===== src/rtl/ifid_pkg.sv =====
// IF/ID shared definitions: squash FSM states,
// default NOP encoding and decode field positions.
package ifid_pkg;

  typedef enum logic [1:0] {
    RUN      = 2'd0,
    CALL_SQ  = 2'd1,
    RET_WAIT = 2'd2
  } ifid_state_e;

  localparam logic [15:0] IFID_NOP = 16'hF000;

  localparam int OPC_HI = 15;
  localparam int OPC_LO = 12;
  localparam int RD_HI  = 11;
  localparam int RD_LO  = 8;
  localparam int BR_HI  = 10;
  localparam int BR_LO  = 8;
  localparam int RS_HI  = 7;
  localparam int RS_LO  = 4;
  localparam int RT_HI  = 3;
  localparam int RT_LO  = 0;

endpackage


===== src/rtl/ifid_squash_fsm.sv =====
// IF/ID squash controller: RUN / CALL_SQ / RET_WAIT state,
// call bubble counter, field load enable and NOP inject/capture.
module ifid_squash_fsm
  import ifid_pkg::*;
#(
  parameter int CALL_BUBBLES = 1
) (
  input  logic clk,
  input  logic rst,
  input  logic data_hazard,
  input  logic PC_hazard,
  input  logic call,
  input  logic ret_control,
  input  logic ret_PC,
  output logic load_en,
  output logic inject_nop,
  output logic capture,
  output logic squashing
);

  localparam logic [3:0] CNT_INIT = 4'(CALL_BUBBLES - 1);
  localparam bit MULTI = (CALL_BUBBLES > 1);

  ifid_state_e state_q, state_d;
  logic [3:0]  cnt_q, cnt_d;

  // One-hot view of the RUN priority chain
  logic do_call, do_flush, do_ret, do_hold, do_load;

  always_comb begin
    do_call  = call;
    do_flush = !call && PC_hazard;
    do_ret   = !call && !PC_hazard && ret_control;
    do_hold  = !call && !PC_hazard && !ret_control
               && data_hazard;
    do_load  = !call && !PC_hazard && !ret_control
               && !data_hazard;
  end

  always_comb begin
    state_d    = state_q;
    cnt_d      = cnt_q;
    load_en    = 1'b0;
    inject_nop = 1'b0;
    capture    = 1'b0;
    unique case (state_q)
      RUN: begin
        load_en = !data_hazard && !call && !ret_control;
        unique case (1'b1)
          do_call: begin
            inject_nop = 1'b1;
            if (MULTI) begin
              state_d = CALL_SQ;
              cnt_d   = CNT_INIT;
            end
          end
          do_flush: inject_nop = 1'b1;
          do_ret: begin
            inject_nop = 1'b1;
            state_d    = RET_WAIT;
          end
          do_hold: capture = 1'b0;
          do_load: capture = 1'b1;
          default: capture = 1'b0;
        endcase
      end
      CALL_SQ: begin
        inject_nop = 1'b1;
        cnt_d      = cnt_q - 4'd1;
        // <= guards against a stray zero count
        if (cnt_q <= 4'd1) begin
          state_d = RUN;
          cnt_d   = 4'd0;
        end
      end
      RET_WAIT: begin
        inject_nop = 1'b1;
        if (ret_PC) state_d = RUN;
      end
      default: begin
        state_d = RUN;
        cnt_d   = 4'd0;
      end
    endcase
  end

  always_ff @(posedge clk or posedge rst) begin
    if (rst) begin
      state_q <= RUN;
      cnt_q   <= 4'd0;
    end else begin
      state_q <= state_d;
      cnt_q   <= cnt_d;
    end
  end

  assign squashing = (state_q != RUN);

endmodule


===== src/rtl/ifid_pipe_reg_p.sv =====
// IF/ID pipeline register: instruction/valid register, field
// register with decode slices, squash FSM and stall counter.
module ifid_pipe_reg_p
  import ifid_pkg::*;
#(
  parameter int          PC_W         = 16,
  parameter logic [15:0] NOP_INSTR    = IFID_NOP,
  parameter int          CALL_BUBBLES = 1,
  parameter int          PERF_W       = 16
) (
  input  logic              clk,
  input  logic              rst,
  input  logic              data_hazard,
  input  logic              PC_hazard,
  input  logic              call,
  input  logic              ret_control,
  input  logic              ret_PC,
  input  logic [15:0]       instruction_in,
  input  logic [PC_W-1:0]   PC_in,
  output logic [15:0]       instruction_out,
  output logic [PC_W-1:0]   PC_out,
  output logic              valid_out,
  output logic [3:0]        cntrl_input,
  output logic [3:0]        reg_rd,
  output logic [2:0]        branch_cond,
  output logic [3:0]        reg_rs,
  output logic [3:0]        reg_rt,
  output logic [3:0]        arith_imm,
  output logic [7:0]        load_save_imm,
  output logic [11:0]       call_target,
  output logic              squashing,
  output logic [PERF_W-1:0] stall_cycles
);

  logic load_en, inject_nop, capture;

  ifid_squash_fsm #(
    .CALL_BUBBLES(CALL_BUBBLES)
  ) u_fsm (
    .clk        (clk),
    .rst        (rst),
    .data_hazard(data_hazard),
    .PC_hazard  (PC_hazard),
    .call       (call),
    .ret_control(ret_control),
    .ret_PC     (ret_PC),
    .load_en    (load_en),
    .inject_nop (inject_nop),
    .capture    (capture),
    .squashing  (squashing)
  );

  logic [15:0]       ins_q, ins_d;
  logic              valid_q, valid_d;
  logic [15:0]       fld_q, fld_d;
  logic [PC_W-1:0]   pc_q, pc_d;
  logic [PERF_W-1:0] stall_q, stall_d;

  always_comb begin
    ins_d   = ins_q;
    valid_d = valid_q;
    if (inject_nop) begin
      ins_d   = NOP_INSTR;
      valid_d = 1'b0;
    end else if (capture) begin
      ins_d   = instruction_in;
      valid_d = 1'b1;
    end
  end

  always_comb begin
    fld_d = fld_q;
    pc_d  = pc_q;
    if (load_en) begin
      fld_d = instruction_in;
      pc_d  = PC_in;
    end
  end

  // Saturates at all-ones
  always_comb begin
    stall_d = stall_q;
    if (data_hazard && !(&stall_q))
      stall_d = stall_q + PERF_W'(1);
  end

  always_ff @(posedge clk or posedge rst) begin
    if (rst) begin
      ins_q   <= NOP_INSTR;
      valid_q <= 1'b0;
      fld_q   <= 16'd0;
      pc_q    <= '0;
      stall_q <= '0;
    end else begin
      ins_q   <= ins_d;
      valid_q <= valid_d;
      fld_q   <= fld_d;
      pc_q    <= pc_d;
      stall_q <= stall_d;
    end
  end

  assign instruction_out = ins_q;
  assign valid_out       = valid_q;
  assign PC_out          = pc_q;
  assign stall_cycles    = stall_q;

  assign cntrl_input   = fld_q[OPC_HI:OPC_LO];
  assign reg_rd        = fld_q[RD_HI:RD_LO];
  assign branch_cond   = fld_q[BR_HI:BR_LO];
  assign reg_rs        = fld_q[RS_HI:RS_LO];
  assign reg_rt        = fld_q[RT_HI:RT_LO];
  assign arith_imm     = fld_q[RT_HI:RT_LO];
  assign load_save_imm = fld_q[RS_HI:RT_LO];
  assign call_target   = fld_q[RD_HI:RT_LO];

endmodule


===== config.mk =====
export PLATFORM = sky130hd
export DESIGN_NAME = ifid_pipe_reg_p
export DESIGN_NICKNAME = d
export VERILOG_FILES = /design/src/rtl/ifid_pkg.sv /design/src/rtl/ifid_squash_fsm.sv /design/src/rtl/ifid_pipe_reg_p.sv
export SDC_FILE = /design/constraint.sdc
export NUM_CORES = 1
export LEC_CHECK = 0
export CAP_MARGIN = 20
export CORE_AREA = 4 4 86 88
export CTS_BUF_LIST = sky130_fd_sc_hd__clkbuf_4
export DETAILED_ROUTE_END_ITERATION = 8
export DIE_AREA = 0 0 90 92
export PLACE_DENSITY = 0.86
export RECOVER_POWER = 50
export SETUP_SLACK_MARGIN = 0.3
export SLEW_MARGIN = 30
export SYNTH_ARGS = -nofsm -noshare
export SYNTH_HDL_FRONTEND = slang
export SYNTH_HIERARCHICAL = 1
export SYNTH_SLANG_ARGS = --single-unit

===== constraint.sdc =====
create_clock -name clk -period 4.37 [get_ports clk]
set_clock_uncertainty 0.05 [all_clocks]
set_input_delay 0.437 -clock clk [delete_from_list [all_inputs] [get_ports clk]]
set_output_delay 0.437 -clock clk [all_outputs]
set_load 0.02 [all_outputs]

==> reports/qor.txt <==
WP data required - 4.60 ns
PostCTS Resize Cnt - 0
Period minus WS final - 2.81 ns
share of cells above drive strength 1 - 0.163
Vias/cell - 5.12
CP max FO - 32
Final Cycle Share - 0.642
CP endpoint kind - flip-flop
number of synthesized flops with an enable pin - 0
RR Endpoint - PC_out[6]$_DFFE_PP0P_
synth warn - 6
power per cell area - 474 nW/um^2
Final Slew Violations - 33
reg2reg start - u_fsm/state_q[1]$_DFFE_PP0P_
Synth area leaders - dfrtp_1, mux2_2, buf_4, mux2i_1, dfstp_2
GPL Wtd Cong - 0.806
worst reg-to-reg setup slack - 1.79 ns
count leader, synth - dfrtp_1
global route overflow - 0
Final ANT Viol Nets - 0
worst hold path class - in -> async
antenna violations before repair - 0
Syn Nets - 281
# DRC - 0
RSZ-0062 raised after global routing - false
Setup Fix Bufs, Post-CTS - 0
final setup fails - 0
diodes inserted - 0
Core Util, Final - 0.651
Final Hold Vio Count - 0
Yosys reg bits - 66
area leader, netlist - dfrtp_1
H-tree Lvls - 3
failing checks - capacitance limit, slew limit
Synth Flop Type - dfrtp_1
cell count after synthesis - 241
Initial Utilization - 0.455
crit start category - primary input
most frequent cells after synthesis - dfrtp_1, mux2_2, buf_4
initial drt markers - 23
Overall Global Routing Usage - 0.174
critical path buffer and inverter count - 2
Max IR drop VDD - 0.375 mV
Crit Path Class - in -> reg
WP data arrival - 3.04 ns
synth unique cells - 42
Max stage delay on crit path - 1.25 ns
leakage - 1.79 nW
Syn Area/Cell - 12.5 sq um
Die ar. - 8280 sq um
post-synthesis sequential area ratio - 0.548
CTS tree - done
drt pass-1 iters - 4
Clock Path Buffers - 2
Area Growth Syn to Fin - 43.1%
nets@finish - 390
row cnt - 30
Clock Pin Slew Worst Setup and Hold Paths - 0.10 ns
actual slew at the worst max-slew pin - 1.70 ns
status - finished with violations
Relative slew margins - -0.133
clk root buf - clkbuf_4
Worst path slowest cell - clkbuf_1
MaxCap Viol Count - 1
Post-DP HPWL - 5.30 mm
drt wl/cell - 16.2 microns
Setup TNS Final - 0 ns
CP cell instances - dlygate4sd3_1, nor4_2, clkbuf_1, mux2_2
vias in the first global route - 2351
CTS Sinks - 66
WL final - 7.07 mm
top-area cell type share of the netlist area - 0.513
largest net degree at the start of global routing - 35
CP top delay family - buffers and inverters
I/O pin count - 132
core area - 6640 sq um
hold buffer count at CTS - 0
fraction of registers with async set/reset - 1.00
via count - 2226
Register-to-Register Path Depth - 3
Die H - 92 microns
DIE WIDTH - 90 microns
mapped cell area - 3020 sq um
PortBufs - 131
first-pass GRT wire length - 11.5 mm
Clk Latency, worst-skew pair - 0.40 ns
CTS buffer count - 9
Peak Freq - 0.356 GHz
cells in the final DEF (no fill, tap or decap), drive strengths merged, types with 2 or more instances in the layout:
| cell type | instances |
|---|---|
| xnor2 | 4 |
| dlygate4sd3 | 32 |
| nand3 | 6 |
| nand2 | 4 |
| mux2 | 33 |
| a31oi | 2 |
| nand4 | 6 |
| nor4 | 5 |
| dfrtp | 62 |
| nor2 | 22 |
| a21oi | 6 |
| clkdlybuf4s50 | 99 |
| dfstp | 4 |
| nor4b | 2 |
| inv | 5 |
| xor2 | 4 |
| a211o | 4 |
| clkbuf | 11 |
| clkinv | 3 |
| nor2b | 4 |
| nor3 | 5 |
| bufinv | 2 |
| mux2i | 13 |
sequential cells by signal, summed over array words and instances (netlist names):
name / count
PC_out: 16
valid_out: 1
fld_q: 16
instruction_out: 16
u_fsm/state_q: 1
stall_cycles: 16
power by group:
part,internal (mW),switching (mW)
Clock,0.235,0.219
Combinational,0.390,0.376
Sequential,0.718,0.113
Total,1.34,0.707
through the flow:
step / instances / total power, mW / hold slack [ns] / area (sq um) / setup slack [ns]
after global placement: 419 / 1.62 / 0.417 / 4220 / 1.52
final: 435 / 2.05 / 0.282 / 4330 / 1.56
after global routing: 435 / 2.16 / 0.281 / 4330 / 1.30
after CTS: 435 / 2.10 / 0.132 / 4370 / 1.81
after detailed placement: 419 / 1.64 / 0.437 / 4220 / 1.42
after floorplan: 241 / 1.29 / 0.116 / 3020 / 2.26
logic make-up (layout without fill, tap and decap cells):
kind of cell / after synthesis / after routing / share of synthesized area
flip-flops: 66 / 66 / 0.548
AND/OR/NAND/NOR: 64 / 64 / 0.139
multiplexers: 46 / 46 / 0.166
buffers and inverters: 40 / 154 / 0.0852
AO/OA/AOI/OAI: 16 / 16 / 0.0352
XOR/XNOR: 8 / 8 / 0.0232
adder cells (fa/ha/maj): 1 / 1 / 0.00414
how the worst max path moves through the flow:
stage	start	to	slack, ns	cells after the start
2_1_floorplan	rst	PC_out[0]$_DFFE_PP0P_	2.26	1
3_3_place_gp	call	instruction_out[14]$_DFFE_PP1P_	1.52	5
3_5_place_dp	call	instruction_out[12]$_DFFE_PP1P_	1.42	5
4_1_cts	u_fsm/state_q[1]$_DFFE_PP0P_	instruction_out[12]$_DFFE_PP1P_	1.81	4
5_1_grt	data_hazard	PC_out[13]$_DFFE_PP0P_	1.30	4
6_report	data_hazard	PC_out[6]$_DFFE_PP0P_	1.56	4
final cells by class:
class                      instances  area, sq um
clock buffer                      10         75.1
tap                               80          100
multi-input combinational        135         1070
sequential                        66         1660
timing repair buffer             133         1320
fill                             520         2320
clock inverter                     6         81.3
inverter                           5         18.8
layer usage:
metal,share of wire,global-route usage,wire [microns],vias to the layer above
li1,-,-,-,1039
met1,0.41,0.202,2880,1096
met2,0.53,0.312,3720,81
met3,0.053,0.0386,377,10
met4,0.014,0.0689,97,0
met5,0,0,0,-
Note: power is estimated with default switching activity, not from simulation.
